<file path="src/rtl/clock_set_controller_pkg.sv">
// Shared types and default constants for the digital-clock set controller.
//   mode_e  : controller mode (RUN=0, SET_HOUR=1, SET_MIN=2)
//   *_DEF   : default divider / timing constants for a 50 MHz clock
//   cnt_w() : counter width for a given modulus (at least one bit)
package clock_set_controller_pkg;

  typedef enum logic [1:0] {
    RUN      = 2'd0,
    SET_HOUR = 2'd1,
    SET_MIN  = 2'd2
  } mode_e;

  localparam int unsigned TICK_DIV_DEF    = 50_000_000;
  localparam int unsigned REPEAT_DLY_DEF  = 25_000_000;
  localparam int unsigned REPEAT_RATE_DEF = 5_000_000;
  localparam int unsigned BLINK_DIV_DEF   = 12_500_000;
  localparam int unsigned TIMEOUT_S_DEF   = 30;

  // Width of a counter that must hold 0..n-1; never narrower than one bit.
  function automatic int unsigned cnt_w(input int unsigned n);
    return (n > 1) ? $clog2(n) : 1;
  endfunction

endpackage

</file>
<file path="src/rtl/clock_set_controller_if.sv">
// Button / counter-chain bundle for clock_set_controller.
//   btn_mode  : one-cycle pulse, advance mode
//   btn_inc   : level, increment selected field while high
//   sec_carry : one-cycle pulse, seconds counter 59->0 wrap
//   carry_min : one-cycle pulse, minute counter 59->0 wrap
//   sec_tick, sec_clr, min_inc, hour_inc : one-cycle pulses to the counters
//   mode      : current controller mode
//   blink     : display blank phase for the field being set
// master = driver of buttons/carries (board side), slave = controller.
interface clock_set_controller_if;
  import clock_set_controller_pkg::*;

  logic  btn_mode;
  logic  btn_inc;
  logic  sec_carry;
  logic  carry_min;
  logic  sec_tick;
  logic  sec_clr;
  logic  min_inc;
  logic  hour_inc;
  mode_e mode;
  logic  blink;

  modport master (
    output btn_mode, btn_inc, sec_carry, carry_min,
    input  sec_tick, sec_clr, min_inc, hour_inc, mode, blink
  );

  modport slave (
    input  btn_mode, btn_inc, sec_carry, carry_min,
    output sec_tick, sec_clr, min_inc, hour_inc, mode, blink
  );

endinterface

</file>
<file path="src/rtl/clock_set_controller_prescaler.sv">
// Free-running modulo-DIV divider with a registered one-cycle tick.
//   i_clk       : clock
//   i_reset_all : synchronous active-high reset
//   i_clr       : synchronous clear of count and pending tick
//   o_tick      : high for one cycle in the cycle after the count wraps
module clock_set_controller_prescaler
  import clock_set_controller_pkg::*;
#(
  parameter int unsigned DIV = 10
) (
  input  logic i_clk,
  input  logic i_reset_all,
  input  logic i_clr,
  output logic o_tick
);

  localparam int unsigned CW = cnt_w(DIV);
  localparam logic [CW-1:0] LAST = CW'(DIV - 1);

  logic [CW-1:0] r_cnt;
  logic          r_tick;

  // Count 0..DIV-1 and flag the wrap one cycle later.
  always_ff @(posedge i_clk) begin
    if (i_reset_all || i_clr) begin
      r_cnt  <= '0;
      r_tick <= 1'b0;
    end else begin
      r_tick <= (r_cnt == LAST);
      r_cnt  <= (r_cnt == LAST) ? '0 : r_cnt + CW'(1);
    end
  end

  assign o_tick = r_tick;

endmodule

</file>
<file path="src/rtl/clock_set_controller.sv">
// Mode/sequencing controller for the clock's seconds/minutes/hours counters.
// RUN: generates the 1 Hz seconds enable and forwards counter carries.
// SET_HOUR/SET_MIN: steps the selected field from btn_inc with auto-repeat,
// blinks the field, and falls back to RUN after TIMEOUT_S idle seconds.
//   i_clk       : clock
//   i_reset_all : synchronous active-high reset
//   ctl         : button / counter-chain bundle (slave side)
module clock_set_controller
  import clock_set_controller_pkg::*;
#(
  parameter int unsigned TICK_DIV    = TICK_DIV_DEF,
  parameter int unsigned REPEAT_DLY  = REPEAT_DLY_DEF,
  parameter int unsigned REPEAT_RATE = REPEAT_RATE_DEF,
  parameter int unsigned BLINK_DIV   = BLINK_DIV_DEF,
  parameter int unsigned TIMEOUT_S   = TIMEOUT_S_DEF
) (
  input  logic                   i_clk,
  input  logic                   i_reset_all,
  clock_set_controller_if.slave  ctl
);

  localparam int unsigned RW = cnt_w((REPEAT_DLY > REPEAT_RATE) ? REPEAT_DLY : REPEAT_RATE);
  localparam int unsigned TW = cnt_w(TIMEOUT_S);

  mode_e         r_mode, w_mode_nxt;
  logic          w_set_mode, w_mode_change, w_leave_min, w_timeout;
  logic          r_inc_d, w_inc_rise, w_inc_pulse;
  logic          r_rep_lock, r_rep_phase, w_rep_hold, w_rep_fire;
  logic [RW-1:0] r_rep_cnt, w_rep_last;
  logic [TW-1:0] r_timeout;
  logic          w_sec_tick_int, w_blink_tick, w_blink_clr;
  logic          r_sec_tick, r_sec_clr, r_min_inc, r_hour_inc, r_blink;

  // Seconds divider: keeps running in set modes to feed the timeout.
  clock_set_controller_prescaler #(.DIV(TICK_DIV)) u_sec_div (
    .i_clk       (i_clk),
    .i_reset_all (i_reset_all),
    .i_clr       (w_leave_min),
    .o_tick      (w_sec_tick_int)
  );

  // Blink divider: held clear in RUN, restarted on every increment.
  clock_set_controller_prescaler #(.DIV(BLINK_DIV)) u_blink_div (
    .i_clk       (i_clk),
    .i_reset_all (i_reset_all),
    .i_clr       (w_blink_clr),
    .o_tick      (w_blink_tick)
  );

  assign w_set_mode    = (r_mode != RUN);
  assign w_inc_rise    = ctl.btn_inc & ~r_inc_d;
  // Increment activity on the same cycle defers the timeout.
  assign w_timeout     = w_set_mode & w_sec_tick_int & ~w_inc_rise &
                         (r_timeout == TW'(TIMEOUT_S - 1));
  assign w_mode_change = (w_mode_nxt != r_mode);
  assign w_leave_min   = (r_mode == SET_MIN) & (w_mode_nxt == RUN);

  // Auto-repeat: initial delay phase, then fixed-rate phase.
  assign w_rep_hold  = ctl.btn_inc & r_inc_d & ~r_rep_lock & w_set_mode;
  assign w_rep_last  = r_rep_phase ? RW'(REPEAT_RATE - 1) : RW'(REPEAT_DLY - 1);
  assign w_rep_fire  = w_rep_hold & (r_rep_cnt == w_rep_last);
  // A mode change in the same cycle swallows the increment.
  assign w_inc_pulse = w_set_mode & ~w_mode_change & (w_inc_rise | w_rep_fire);
  assign w_blink_clr = (w_mode_nxt == RUN) | w_inc_pulse;

  // Mode state register.
  always_ff @(posedge i_clk) begin
    if (i_reset_all) r_mode <= RUN;
    else             r_mode <= w_mode_nxt;
  end

  // Next mode: btn_mode advances, timeout returns to RUN.
  always_comb begin
    w_mode_nxt = r_mode;
    case (r_mode)
      RUN:      if (ctl.btn_mode) w_mode_nxt = SET_HOUR;
      SET_HOUR: if (ctl.btn_mode) w_mode_nxt = SET_MIN;
                else if (w_timeout) w_mode_nxt = RUN;
      SET_MIN:  if (ctl.btn_mode || w_timeout) w_mode_nxt = RUN;
      default:  w_mode_nxt = RUN;
    endcase
  end

  // Edge detect and auto-repeat; a held button across a mode change is locked out.
  always_ff @(posedge i_clk) begin
    if (i_reset_all) begin
      r_inc_d     <= 1'b0;
      r_rep_lock  <= 1'b0;
      r_rep_phase <= 1'b0;
      r_rep_cnt   <= '0;
    end else begin
      r_inc_d <= ctl.btn_inc;
      if (!ctl.btn_inc)      r_rep_lock <= 1'b0;
      else if (w_mode_change) r_rep_lock <= 1'b1;
      if (w_mode_change || !w_rep_hold) begin
        r_rep_cnt   <= '0;
        r_rep_phase <= 1'b0;
      end else if (w_rep_fire) begin
        r_rep_cnt   <= '0;
        r_rep_phase <= 1'b1;
      end else begin
        r_rep_cnt <= r_rep_cnt + RW'(1);
      end
    end
  end

  // Idle-seconds counter for set-mode timeout.
  always_ff @(posedge i_clk) begin
    if (i_reset_all) begin
      r_timeout <= '0;
    end else if (!w_set_mode || w_mode_change || ctl.btn_mode || w_inc_rise) begin
      r_timeout <= '0;
    end else if (w_sec_tick_int) begin
      r_timeout <= r_timeout + TW'(1);
    end
  end

  // Output registers.
  always_ff @(posedge i_clk) begin
    if (i_reset_all) begin
      r_sec_tick <= 1'b0;
      r_sec_clr  <= 1'b0;
      r_min_inc  <= 1'b0;
      r_hour_inc <= 1'b0;
      r_blink    <= 1'b0;
    end else begin
      r_sec_tick <= w_sec_tick_int & (r_mode == RUN);
      r_sec_clr  <= w_leave_min;
      r_min_inc  <= (r_mode == RUN) ? ctl.sec_carry : ((r_mode == SET_MIN) & w_inc_pulse);
      r_hour_inc <= (r_mode == RUN) ? ctl.carry_min : ((r_mode == SET_HOUR) & w_inc_pulse);
      if (w_blink_clr)       r_blink <= 1'b0;
      else if (w_blink_tick) r_blink <= ~r_blink;
    end
  end

  assign ctl.sec_tick = r_sec_tick;
  assign ctl.sec_clr  = r_sec_clr;
  assign ctl.min_inc  = r_min_inc;
  assign ctl.hour_inc = r_hour_inc;
  assign ctl.mode     = r_mode;
  assign ctl.blink    = r_blink;

endmodule

</file>
<file path="src/flat_wrapper.sv">
// flat-port wrapper written by rule: the top's interface ports become plain ports
module clock_set_controller_flat import clock_set_controller_pkg::*;
#(
  parameter int unsigned TICK_DIV    = TICK_DIV_DEF,
  parameter int unsigned REPEAT_DLY  = REPEAT_DLY_DEF,
  parameter int unsigned REPEAT_RATE = REPEAT_RATE_DEF,
  parameter int unsigned BLINK_DIV   = BLINK_DIV_DEF,
  parameter int unsigned TIMEOUT_S   = TIMEOUT_S_DEF
)
  (i_clk, i_reset_all, ctl_btn_mode, ctl_btn_inc, ctl_sec_carry, ctl_carry_min, ctl_sec_tick, ctl_sec_clr, ctl_min_inc, ctl_hour_inc, ctl_mode, ctl_blink);
  clock_set_controller_if ctl_i ();
  input  logic i_clk;
  input  logic i_reset_all;
  input wire logic [$bits(ctl_i.btn_mode)-1:0] ctl_btn_mode;
  input wire logic [$bits(ctl_i.btn_inc)-1:0] ctl_btn_inc;
  input wire logic [$bits(ctl_i.sec_carry)-1:0] ctl_sec_carry;
  input wire logic [$bits(ctl_i.carry_min)-1:0] ctl_carry_min;
  output wire logic [$bits(ctl_i.sec_tick)-1:0] ctl_sec_tick;
  output wire logic [$bits(ctl_i.sec_clr)-1:0] ctl_sec_clr;
  output wire logic [$bits(ctl_i.min_inc)-1:0] ctl_min_inc;
  output wire logic [$bits(ctl_i.hour_inc)-1:0] ctl_hour_inc;
  output wire logic [$bits(ctl_i.mode)-1:0] ctl_mode;
  output wire logic [$bits(ctl_i.blink)-1:0] ctl_blink;
  assign ctl_i.btn_mode = ctl_btn_mode;
  assign ctl_i.btn_inc = ctl_btn_inc;
  assign ctl_i.sec_carry = ctl_sec_carry;
  assign ctl_i.carry_min = ctl_carry_min;
  assign ctl_sec_tick = ctl_i.sec_tick;
  assign ctl_sec_clr = ctl_i.sec_clr;
  assign ctl_min_inc = ctl_i.min_inc;
  assign ctl_hour_inc = ctl_i.hour_inc;
  assign ctl_mode = ctl_i.mode;
  assign ctl_blink = ctl_i.blink;
  clock_set_controller #(.TICK_DIV(TICK_DIV), .REPEAT_DLY(REPEAT_DLY), .REPEAT_RATE(REPEAT_RATE), .BLINK_DIV(BLINK_DIV), .TIMEOUT_S(TIMEOUT_S)) u_core (.i_clk(i_clk), .i_reset_all(i_reset_all), .ctl(ctl_i));
endmodule
</file>
<file path="config.mk">
export PLATFORM = sky130hd
export DESIGN_NAME = clock_set_controller_flat
export DESIGN_NICKNAME = d
export VERILOG_FILES = /design/src/rtl/clock_set_controller_pkg.sv /design/src/rtl/clock_set_controller_if.sv /design/src/rtl/clock_set_controller_prescaler.sv /design/src/rtl/clock_set_controller.sv /design/src/flat_wrapper.sv
export SDC_FILE = /design/constraint.sdc
export NUM_CORES = 1
export LEC_CHECK = 0
export CAP_MARGIN = 20
export CORE_ASPECT_RATIO = 1.5
export CORE_MARGIN = 3
export CORE_UTILIZATION = 27
export DETAILED_ROUTE_END_ITERATION = 8
export GPL_ROUTABILITY_DRIVEN = 0
export PLACE_DENSITY = 0.45
export SYNTH_ARGS = -nofsm -noshare
export SYNTH_HDL_FRONTEND = slang
export SYNTH_SLANG_ARGS = --single-unit
</file>
<file path="constraint.sdc">
create_clock -name i_clk -period 5 [get_ports i_clk]
set_input_delay 1 -clock i_clk [delete_from_list [all_inputs] [get_ports i_clk]]
set_output_delay 1 -clock i_clk [all_outputs]
set_load 0.1 [all_outputs]
</file>
==> summary.txt, run 1 <==
Vias in the first global route = 3076
Slew Viols, Final = 0
CTS H-tree depth = 3
Avg WL per Cell = 12.0 um
Diodes inserted = 0
Antenna violations before repair = 0
Layout Skew = 0.00692 ns
Drt drc = 0
CP top delay family = buffers and inverters
Core area = 14800 sq um
Drt pass-1 iters = 4
Startpoint types = flip-flop
Distinct cells, synth = 43
Fin nets = 488
Die area = 16900 sq um
Number of synthesized flops with an enable pin = 0
Post-Syn Nets = 478
I/O pins = 13
Resized Gates After CTS = 0
Yosys top cell by area = dfxtp_1
Hold_buf cts = 0
Post-CTS Setup Bufs = 0
TritonCTS clock tree = built
CP Max Fanout = 10
Largest cells by area after synthesis = dfxtp_1 45%, xnor2_1 8.7%, nor2_1 7.8%
Clock transition at path regs = 0.06 ns
Grt ovf = 0
CTS max path bufs = 2
Die width = 107 um
Seq/Total Area, Yosys = 44.5%
DRT antenna net count = 0
Maxcap violations = 0
DR iter-0 viols = 146
Post-synthesis cell count = 467
Worst rel slew slack = 28.9%
Slowest stage delay, CP = 1.27 ns
Clk root buf = clkbuf_16
Initial Util = 28.0%
Flops & latches, synth = 92
Tmin final = 3.12 ns
Setup Crit Path Kind = reg -> out
Hold Crit Class = reg -> reg
Port Buf Inserts = 12
Cell row count = 54
Die Y = 158 um
CP Buf/Inv Count = 1
Area growth syn-to-layout = 14.3%
Yosys warns = 0
Final wirelength = 8090 um
# setup viols final = 0
Synth top cells by count = 92 x dfxtp_1, 86 x nor2_1, 41 x xnor2_1, 33 x xor2_1
FFs w/ async S/R, synth = 0%
Pwr per Cell Area = 323 nW/um^2
CP max stage cell = clkdlybuf4s50_1
Critical Path AT = 2.12 ns
Tcrit/Tclk final = 62.4%
FMAX = 320 MHz
Syn Area/Cell = 8.86 sq um
Post-layout util = 32.0%
Clock sinks = 92
Largest net degree at the start of global routing = 27
Outcome = completed
RSZ-0062 raised after global routing = false
Crit end category = primary output
Via/cell ratio = 4.57
Setup TNS = 0 ns
Worst path required time = 4.00 ns
Fraction of layout cells with a size suffix above 1 = 4.99%
CTS Buf Count = 9
Synth top area share = 44.5%
LEAKAGE = 1.47 nW
Via count = 3094
Final hold violation count = 0
Netlist Area Pre-Place = 4140 sq um
Worst IR Drop VDD = 0.153 mV
Overall routing resource usage = 10.5%
Cells along the critical path = clkdlybuf4s50_1
Clk_lat worst skew = 0.33 ns
Most used DFF post-synth = dfxtp_1
HPWL Detailed = 5570 um
Count leader, synth = dfxtp_1
Global-route wire length before repair = 14400 um
Worst slew pin tran = 1.06 ns
[registers in the layout, summed over array words and instances (netlist names)]
signal and flops:
u_core.u_sec_div.r_cnt 26, u_core.r_rep_cnt 25, u_core.u_blink_div.r_cnt 24, u_core.r_timeout 5, u_core.ctl.mode 2, u_core.ctl.blink 1
u_core.ctl.hour_inc 1, u_core.ctl.min_inc 1, u_core.ctl.sec_clr 1, u_core.ctl.sec_tick 1, u_core.r_inc_d 1, u_core.r_rep_lock 1
u_core.r_rep_phase 1, u_core.u_blink_div.o_tick 1, u_core.u_sec_div.o_tick 1
[cell type report]
cell class / instances / area [sq um]
Timing Repair Buffer: 14 / 136
Tap cell: 196 / 245
Multi-Input combinational cell: 348 / 2150
Clock buffer: 10 / 229
Fill cell: 1527 / 10100
Sequential cell: 92 / 1840
Inverter: 12 / 45.0
Clock inverter: 5 / 77.6
[power by group]
| group | internal (mW) | leakage, nW | switching (mW) |
|---|---|---|---|
| sequential | 0.741 | 0.743 | 0.00833 |
| clock | 0.434 | 0.148 | 0.273 |
| combinational | 0.0234 | 0.577 | 0.0506 |
| total | 1.20 | 1.47 | 0.332 |
[cell usage in the layout, fill, tap and decap left out, types with 2 or more instances in the layout]
cell type,count
nor2b_1,3
nor4b_1,5
bufinv_16,2
a21oi_1,4
dfxtp_1,92
clkdlybuf4s50_1,12
nor3b_1,3
nor4_1,8
a211oi_1,2
nand4b_1,2
and4_1,9
clkbuf_16,9
nand4_1,22
inv_1,12
or3_1,3
nor3_1,28
ha_1,5
and4b_1,2
nand2_1,25
xor2_1,33
xnor2_1,41
nor2_2,3
nand2b_1,4
nor2_1,86
and3_1,12
and2_1,4
nand3_1,28
clkinv_2,2
[path summary, 6_finish.rpt]
kind	depth (start not counted)	end	from	slack (ns)
worst max-delay path	1	ctl_mode[1]	u_core.ctl.mode[1]	1.88
worst min-delay path	1	u_core.u_blink_div.r_cnt[0]	u_core.u_blink_div.r_cnt[0]	0.47
worst max register to register	7	u_core.u_blink_div.r_cnt[12]	u_core.r_rep_cnt[0]	2.58
worst min register to register	1	u_core.u_blink_div.r_cnt[0]	u_core.u_blink_div.r_cnt[0]	0.47
[logic make-up (layout without fill, tap and decap cells)]
logic type / count (synthesis) / in the layout / synth area share (%)
compound gates: 16 / 16 / 3.51
simple gates: 253 / 253 / 31.4
xor+xnor: 74 / 74 / 15.7
buf+inv: 27 / 41 / 3.39
fa+ha+maj: 5 / 5 / 1.51
flops: 92 / 92 / 44.5
[layer usage]
layer  global-route usage, %  part of all wire, %  up-vias
met5                       0                    0        -
met4                    4.75                  2.2        0
met3                    2.57                  3.8       11
met2                    17.5                   47       36
met1                    12.8                   47     1419
li1                        -                    -     1628
[stage by stage]
step	setup slack, ns	hold WS [ns]	cells	cell area (sq um)	power [mW]
floorplan	2.49	0.426	467	4140	0.823
finish	1.88	0.468	677	4730	1.53
global placement	1.57	0.446	660	4410	0.838
CTS	1.84	0.469	676	4720	1.56
global route	1.80	0.504	677	4730	1.60
detailed placement	1.50	0.458	661	4410	0.838
Note: power is estimated with default switching activity, not from simulation.
==> run 2, diff against run 1 <==
--- a/config.mk
+++ b/config.mk
@@ -11,7 +11,7 @@
 export CORE_UTILIZATION = 27
 export DETAILED_ROUTE_END_ITERATION = 8
 export GPL_ROUTABILITY_DRIVEN = 0
-export PLACE_DENSITY = 0.45
+export PLACE_DENSITY = 0.47
 export SYNTH_ARGS = -nofsm -noshare
 export SYNTH_HDL_FRONTEND = slang
 export SYNTH_SLANG_ARGS = --single-unit
==> constraint.sdc (replaced) <==
create_clock -name i_clk -period 2.5 [get_ports i_clk]
set_input_delay 0.5 -clock i_clk [delete_from_list [all_inputs] [get_ports i_clk]]
set_output_delay 0.5 -clock i_clk [all_outputs]
set_load 0.1 [all_outputs]
==> run 2 against run 1 <==
  * Combinational power is 110% higher
  * Flip-flop and latch count unchanged
  * First-iteration DRC count increased by 25%
  * Largest cell class unchanged
  * Largest power group unchanged
==> summary.txt, run 2 (synthesized netlist as in run 1, its figures left out) <==
Maxcap violations = 0 (unchanged)
Drt drc = 0 (unchanged)
Core area = 14800 sq um (unchanged)
Overall routing resource usage = 10.5% (+0.021 points)
Cell row count = 54 (unchanged)
Global-route wire length before repair = 14500 um (+0.76%)
Avg WL per Cell = 12.3 um (+2.9%)
Resized Gates After CTS = 0 (unchanged)
Largest regs = u_core.u_sec_div.r_cnt: 26 flops, u_core.r_rep_cnt: 25 flops, u_core.u_blink_div.r_cnt: 24 flops
Tmin final = 2.07 ns
Fin nets = 493 (+1.0%)
CP Buf/Inv Count = 1 (unchanged)
Slew Viols, Final = 0 (unchanged)
CTS H-tree depth = 3 (unchanged)
Tcrit/Tclk final = 83.0%
Final wirelength = 8400 um (+3.8%)
Die Y = 158 um (unchanged)
Antenna violations before repair = 0 (unchanged)
Hold Crit Start = u_core.u_blink_div.r_cnt[0]
Final Cell Area = 4780 sq um (+1.0%)
Via count = 3175 (+2.6%)
Hold_buf cts = 0 (unchanged)
FF-to-FF End = u_core.u_sec_div.r_cnt[22]
Worst rel slew slack = 58.2% (+29 points)
Hold Path End = u_core.u_blink_div.r_cnt[0]
Area growth syn-to-layout = 15.5%
Clock transition at path regs = 0.06 ns (about the same)
Final WS setup = 0.426 ns (-1.45 ns)
DP Worst Slack = 0.138 ns (-1.36 ns)
Die area = 16900 sq um (unchanged)
RSZ-0062 raised after global routing = false
Slowest stage delay, CP = 0.70 ns (-0.57 ns)
Worst Hold Depth = 1 (unchanged)
I/O pins = 13 (unchanged)
Most common cell after layout, fill and taps aside = dfxtp_1
Post-CTS Setup Bufs = 0 (unchanged)
Clk root buf = clkbuf_16
Vias in the first global route = 3163 (+2.8%)
Die width = 107 um (unchanged)
Fraction of layout cells with a size suffix above 1 = 8.01% (+3.0 points)
DRT antenna net count = 0 (unchanged)
LEAKAGE = 1.52 nW (+3.7%)
Final hold violation count = 0 (unchanged)
CP Max Fanout = 7 (-3)
Port Buf Inserts = 12 (unchanged)
Worst IR Drop VDD = 0.282 mV (+84%)
CP max stage cell = or4_1
FMAX = 482 MHz
Largest net degree at the start of global routing = 27 (unchanged)
Clock sinks = 92 (unchanged)
Initial Util = 28.0% (unchanged)
Most frequent cells in the layout = 91 x dfxtp_1, 86 x nor2_1, 41 x xnor2_1
Pwr per Cell Area = 641 nW/um^2 (+98%)
Worst path required time = 2.73 ns (-1.27 ns)
CP top delay family = simple AND/OR/NAND/NOR gates
Setup Crit Path Kind = reg -> reg
Via/cell ratio = 4.65 (+1.7%)
Area post-placement = 4470 sq um (+1.3%)
Grt ovf = 0 (unchanged)
Drt pass-1 iters = 6 (+2)
Crit end category = flip-flop
Outcome = completed
Cells along the critical path = ha_1 -> inv_1 -> or4_1 -> nor3_1 -> xnor2_1 -> nor2_1
Critical Path AT = 2.31 ns (+0.19 ns)
Max reg flops = 26 (unchanged)
CTS Buf Count = 9 (unchanged)
# setup viols final = 0 (unchanged)
Startpoint types = flip-flop
Setup TNS = 0 ns (unchanged)
Top reg by flops = u_core.u_sec_div.r_cnt
Worst slew pin tran = 0.621 ns (-0.443 ns)
Cells on worst reg2reg path = 6 (-1)
DR iter-0 viols = 182 (+25%)
TritonCTS clock tree = built
Critical R2R Launch = u_core.u_sec_div.r_cnt[0]
CTS max path bufs = 2 (unchanged)
Register-to-register setup slack = 0.43 ns (-2.15 ns)
Layout Skew = 0.00599 ns (-0.000934 ns)
Diodes inserted = 0 (unchanged)
Hold Crit Class = reg -> reg
HPWL Detailed = 5850 um (+5.1%)
Clk_lat worst skew = 0.34 ns (about the same)
## run 2: cell types whose count changed in the layout (fill, tap and decap cells not counted), sizes merged
cell           delta
clkinvlp          -1
clkdlybuf4s50     -7
buf              +12
bufinv            -1
clkbuf            +1
inv               +1
clkinv            +1
## run 2: metrics by stage
step | utilization [%] | instances | power [mW] | hold slack [ns]
floorplan | - | 467 | 1.65 | 0.426
global placement | 30.2 | 667 | 1.69 | 0.445
detailed placement | 30.2 | 667 | 1.69 | 0.455
CTS | 32.3 | 683 | 3.12 | 0.464
global route | 32.3 | 683 | 3.18 | 0.484
finish | 32.3 | 683 | 3.06 | 0.458
## run 2: layout make-up
class | count | area (sq um)
Inverter | 12 | 45.0
Multi-Input combinational cell | 348 | 2150
Sequential cell | 92 | 1840
Timing Repair Buffer | 19 | 180
Tap cell | 196 | 245
Clock buffer | 11 | 253
Fill cell | 1528 | 10000
Clock inverter | 5 | 57.6
## run 2: per-layer routing
layer / global-route usage, % / wire length [um]
met5: 0 / 0
met1: 12.2 / 3840
met3: 2.49 / 313
met4: 5.06 / 166
met2: 18.1 / 4080
## run 2: report_power, final
group / total (mW) / switching [mW] / internal (mW)
logic: 0.156 / 0.103 / 0.0530
registers: 1.50 / 0.0175 / 1.48
clock network: 1.41 / 0.578 / 0.831
## run 2: worst register-to-register path, cell delays in order, from the launching register on
cell and delay [ns]:
dfxtp_1 0.40, ha_1 0.29, inv_1 0.07, or4_1 0.70, nor3_1 0.30, xnor2_1 0.15
nor2_1 0.05
## run 2: how the worst max path moves through the flow
stage	end	from	slack [ns]	cells after the start
2_1_floorplan	u_core.u_blink_div.o_tick	u_core.ctl.mode[1]	0.08	7
3_3_place_gp	u_core.u_sec_div.r_cnt[22]	ctl_btn_inc	0.19	7
3_5_place_dp	u_core.u_sec_div.r_cnt[22]	ctl_btn_inc	0.14	7
4_1_cts	u_core.u_sec_div.r_cnt[22]	u_core.u_sec_div.r_cnt[0]	0.41	6
5_1_grt	u_core.u_sec_div.r_cnt[22]	u_core.u_sec_div.r_cnt[0]	0.28	6
6_report	u_core.u_sec_div.r_cnt[22]	u_core.u_sec_div.r_cnt[0]	0.43	6
==> run 3, diff against run 2 <==
--- a/config.mk
+++ b/config.mk
@@ -11,7 +11,7 @@
 export CORE_UTILIZATION = 27
 export DETAILED_ROUTE_END_ITERATION = 8
 export GPL_ROUTABILITY_DRIVEN = 0
-export PLACE_DENSITY = 0.47
+export PLACE_DENSITY = 0.45
 export SYNTH_ARGS = -nofsm -noshare
 export SYNTH_HDL_FRONTEND = slang
 export SYNTH_SLANG_ARGS = --single-unit
==> constraint.sdc (replaced) <==
create_clock -name i_clk -period 2.1 [get_ports i_clk]
set_input_delay 0.42 -clock i_clk [delete_from_list [all_inputs] [get_ports i_clk]]
set_output_delay 0.42 -clock i_clk [all_outputs]
set_load 0.1 [all_outputs]
==> run 3 against run 2 <==
  * Worst hold slack got worse by 0.0066 ns
  * Register-to-register slack got worse by 0.23 ns
  * Critical endpoint is now u_core.u_blink_div.o_tick
  * Count of clock-buffer cells in the layout increased by 4
  * Clock power increased by 9%
  * Non-clock buffer count increased by 18
  * Clock skew decreased by 0.0013 ns
  * Critical path type unchanged
  * Critical path depth increased by 2
  * Combinational power increased by 28%
  * Design area increased by 2.6%
  * Total power increased by 15%
  * Worst setup slack got worse by 0.23 ns
==> summary.txt, run 3 (synthesized netlist as in run 1, its figures left out) <==
Outcome = completed
Largest regs = u_core.u_sec_div.r_cnt: 26 flops, u_core.r_rep_cnt: 25 flops, u_core.u_blink_div.r_cnt: 24 flops
Drt pass-1 iters = 4 (-2)
Max reg flops = 26 (unchanged)
Largest net degree at the start of global routing = 27 (unchanged)
Clk_lat worst skew = 0.34 ns (about the same)
Hold Crit Start = u_core.u_blink_div.r_cnt[0]
HPWL Detailed = 6030 um (+3.1%)
Tmin final = 1.90 ns (-0.170 ns)
Final hold violation count = 0 (unchanged)
Final Cell Area = 4900 sq um (+2.6%)
Fin nets = 511 (+3.7%)
Critical R2R Launch = u_core.r_timeout[1]
I/O pins = 13 (unchanged)
Setup Crit Path Kind = reg -> reg
Antenna violations before repair = 0 (unchanged)
Clk root buf = clkbuf_16
DRT antenna net count = 0 (unchanged)
Critical Path Start = u_core.r_timeout[1]
Via count = 3181 (+0.19%)
Most common cell after layout, fill and taps aside = dfxtp_1
CP max stage cell = dfxtp_1
Grt ovf = 0 (unchanged)
Pwr Total = 3.52 mW (+15%)
Cells along the critical path = inv_1 -> ha_1 -> and2_1 -> and3_1 -> a211o_1 -> o211ai_2 -> buf_12 -> nor3_1
Worst IR Drop VDD = 0.290 mV (+3.0%)
Pwr per Cell Area = 718 nW/um^2 (+12%)
Top reg by flops = u_core.u_sec_div.r_cnt
Area growth syn-to-layout = 18.5%
Tcrit/Tclk final = 90.6% (+7.7 points)
Critical Path AT = 2.13 ns (-0.18 ns)
CTS Buf Count = 9 (unchanged)
Die area = 16900 sq um (unchanged)
Worst slew pin tran = 0.358 ns (-0.262 ns)
Most frequent cells in the layout = 90 x dfxtp_1, 86 x nor2_1, 41 x xnor2_1
DP Worst Slack = -0.135 ns (-0.273 ns)
Slew Viols, Final = 0 (unchanged)
Hold Crit Class = reg -> reg
Final WS setup = 0.196 ns (-0.230 ns)
Cell row count = 54 (unchanged)
FF+latch area = 1850 sq um (+0.20%)
Drt drc = 0 (unchanged)
Startpoint types = flip-flop
Layout Skew = 0.00467 ns (-0.00133 ns)
CTS H-tree depth = 3 (unchanged)
Via/cell ratio = 4.54 (-2.4%)
Vias in the first global route = 3315 (+4.8%)
LEAKAGE = 1.60 nW (+5.2%)
Overall routing resource usage = 11.3% (+0.74 points)
Slowest stage delay, CP = 0.37 ns (-0.33 ns)
Port Buf Inserts = 12 (unchanged)
Multi-input logic area = 2150 sq um (unchanged)
Area post-placement = 4620 sq um (+3.4%)
Fraction of layout cells with a size suffix above 1 = 10.9% (+2.9 points)
Clock sinks = 92 (unchanged)
# setup viols final = 0 (unchanged)
Worst path required time = 2.33 ns (-0.40 ns)
Setup TNS = 0 ns (unchanged)
CP Max Fanout = 26 (+19)
Maxcap violations = 0 (unchanged)
Hold slack = 0.452 ns (-0.00658 ns)
Resized Gates After CTS = 0 (unchanged)
Initial Util = 28.0% (unchanged)
RSZ-0062 raised after global routing = false
Die Y = 158 um (unchanged)
Filler Cells Inserted = 1538 (+0.65%)
Final wirelength = 8470 um (+0.81%)
Die width = 107 um (unchanged)
Post-CTS Setup Bufs = 0 (unchanged)
Global-route wire length before repair = 15400 um (+6.4%)
Clock transition at path regs = 0.06 ns (about the same)
Diodes inserted = 0 (unchanged)
DR iter-0 viols = 105 (-42%)
Worst rel slew slack = 75.9% (+18 points)
FMAX = 525 MHz (+9.0%)
Core area = 14800 sq um (unchanged)
Crit end category = flip-flop
Hold_buf cts = 0 (unchanged)
TritonCTS clock tree = built
Avg WL per Cell = 12.1 um (-1.8%)
CTS max path bufs = 2 (unchanged)
==> run 3: worst max-delay path, delay by kind of cell (launching register included) <==
kind / cells / cell delay (ns)
compound gates: 2 / 0.49
fa+ha+maj: 1 / 0.17
simple gates: 3 / 0.50
buf+inv: 2 / 0.26
flops: 1 / 0.37
==> run 3: layout make-up <==
type,instances,area share (%)
Multi-Input combinational cell,348,44.0
Tap cell,196,5.00
Inverter,12,0.919
Sequential cell,92,37.7
Clock inverter,1,0.102
Clock buffer,15,5.67
Timing Repair Buffer,37,6.69
==> run 3: final timing paths <==
check | end | slack, ns | cells after the start
worst max-delay path | u_core.u_blink_div.o_tick | 0.20 | 8
worst min-delay path | u_core.u_blink_div.r_cnt[0] | 0.45 | 1
worst max register to register | u_core.u_blink_div.o_tick | 0.20 | 8
worst min register to register | u_core.u_blink_div.r_cnt[0] | 0.45 | 1
==> run 3: power by group <==
| part | internal [mW] | switching, mW |
|---|---|---|
| Combinational | 0.0745 | 0.126 |
| Clock | 0.899 | 0.634 |
| Sequential | 1.76 | 0.0207 |
==> run 3: metal layers <==
metal  share of wire (%)  track usage, %  vias to the layer above
li1                    -               -                     1671
met1                  47            13.5                     1476
met2                  48            19.0                       23
met3                 3.6            3.43                       11
met4                 1.6            4.20                        0
met5                   0               0                        -
==> run 3: per-stage QoR <==
step,std cells,utilization (%)
after floorplan,467,-
after global placement,685,31.2
after detailed placement,685,31.2
after CTS,701,33.1
after global routing,701,33.1
final,701,33.1
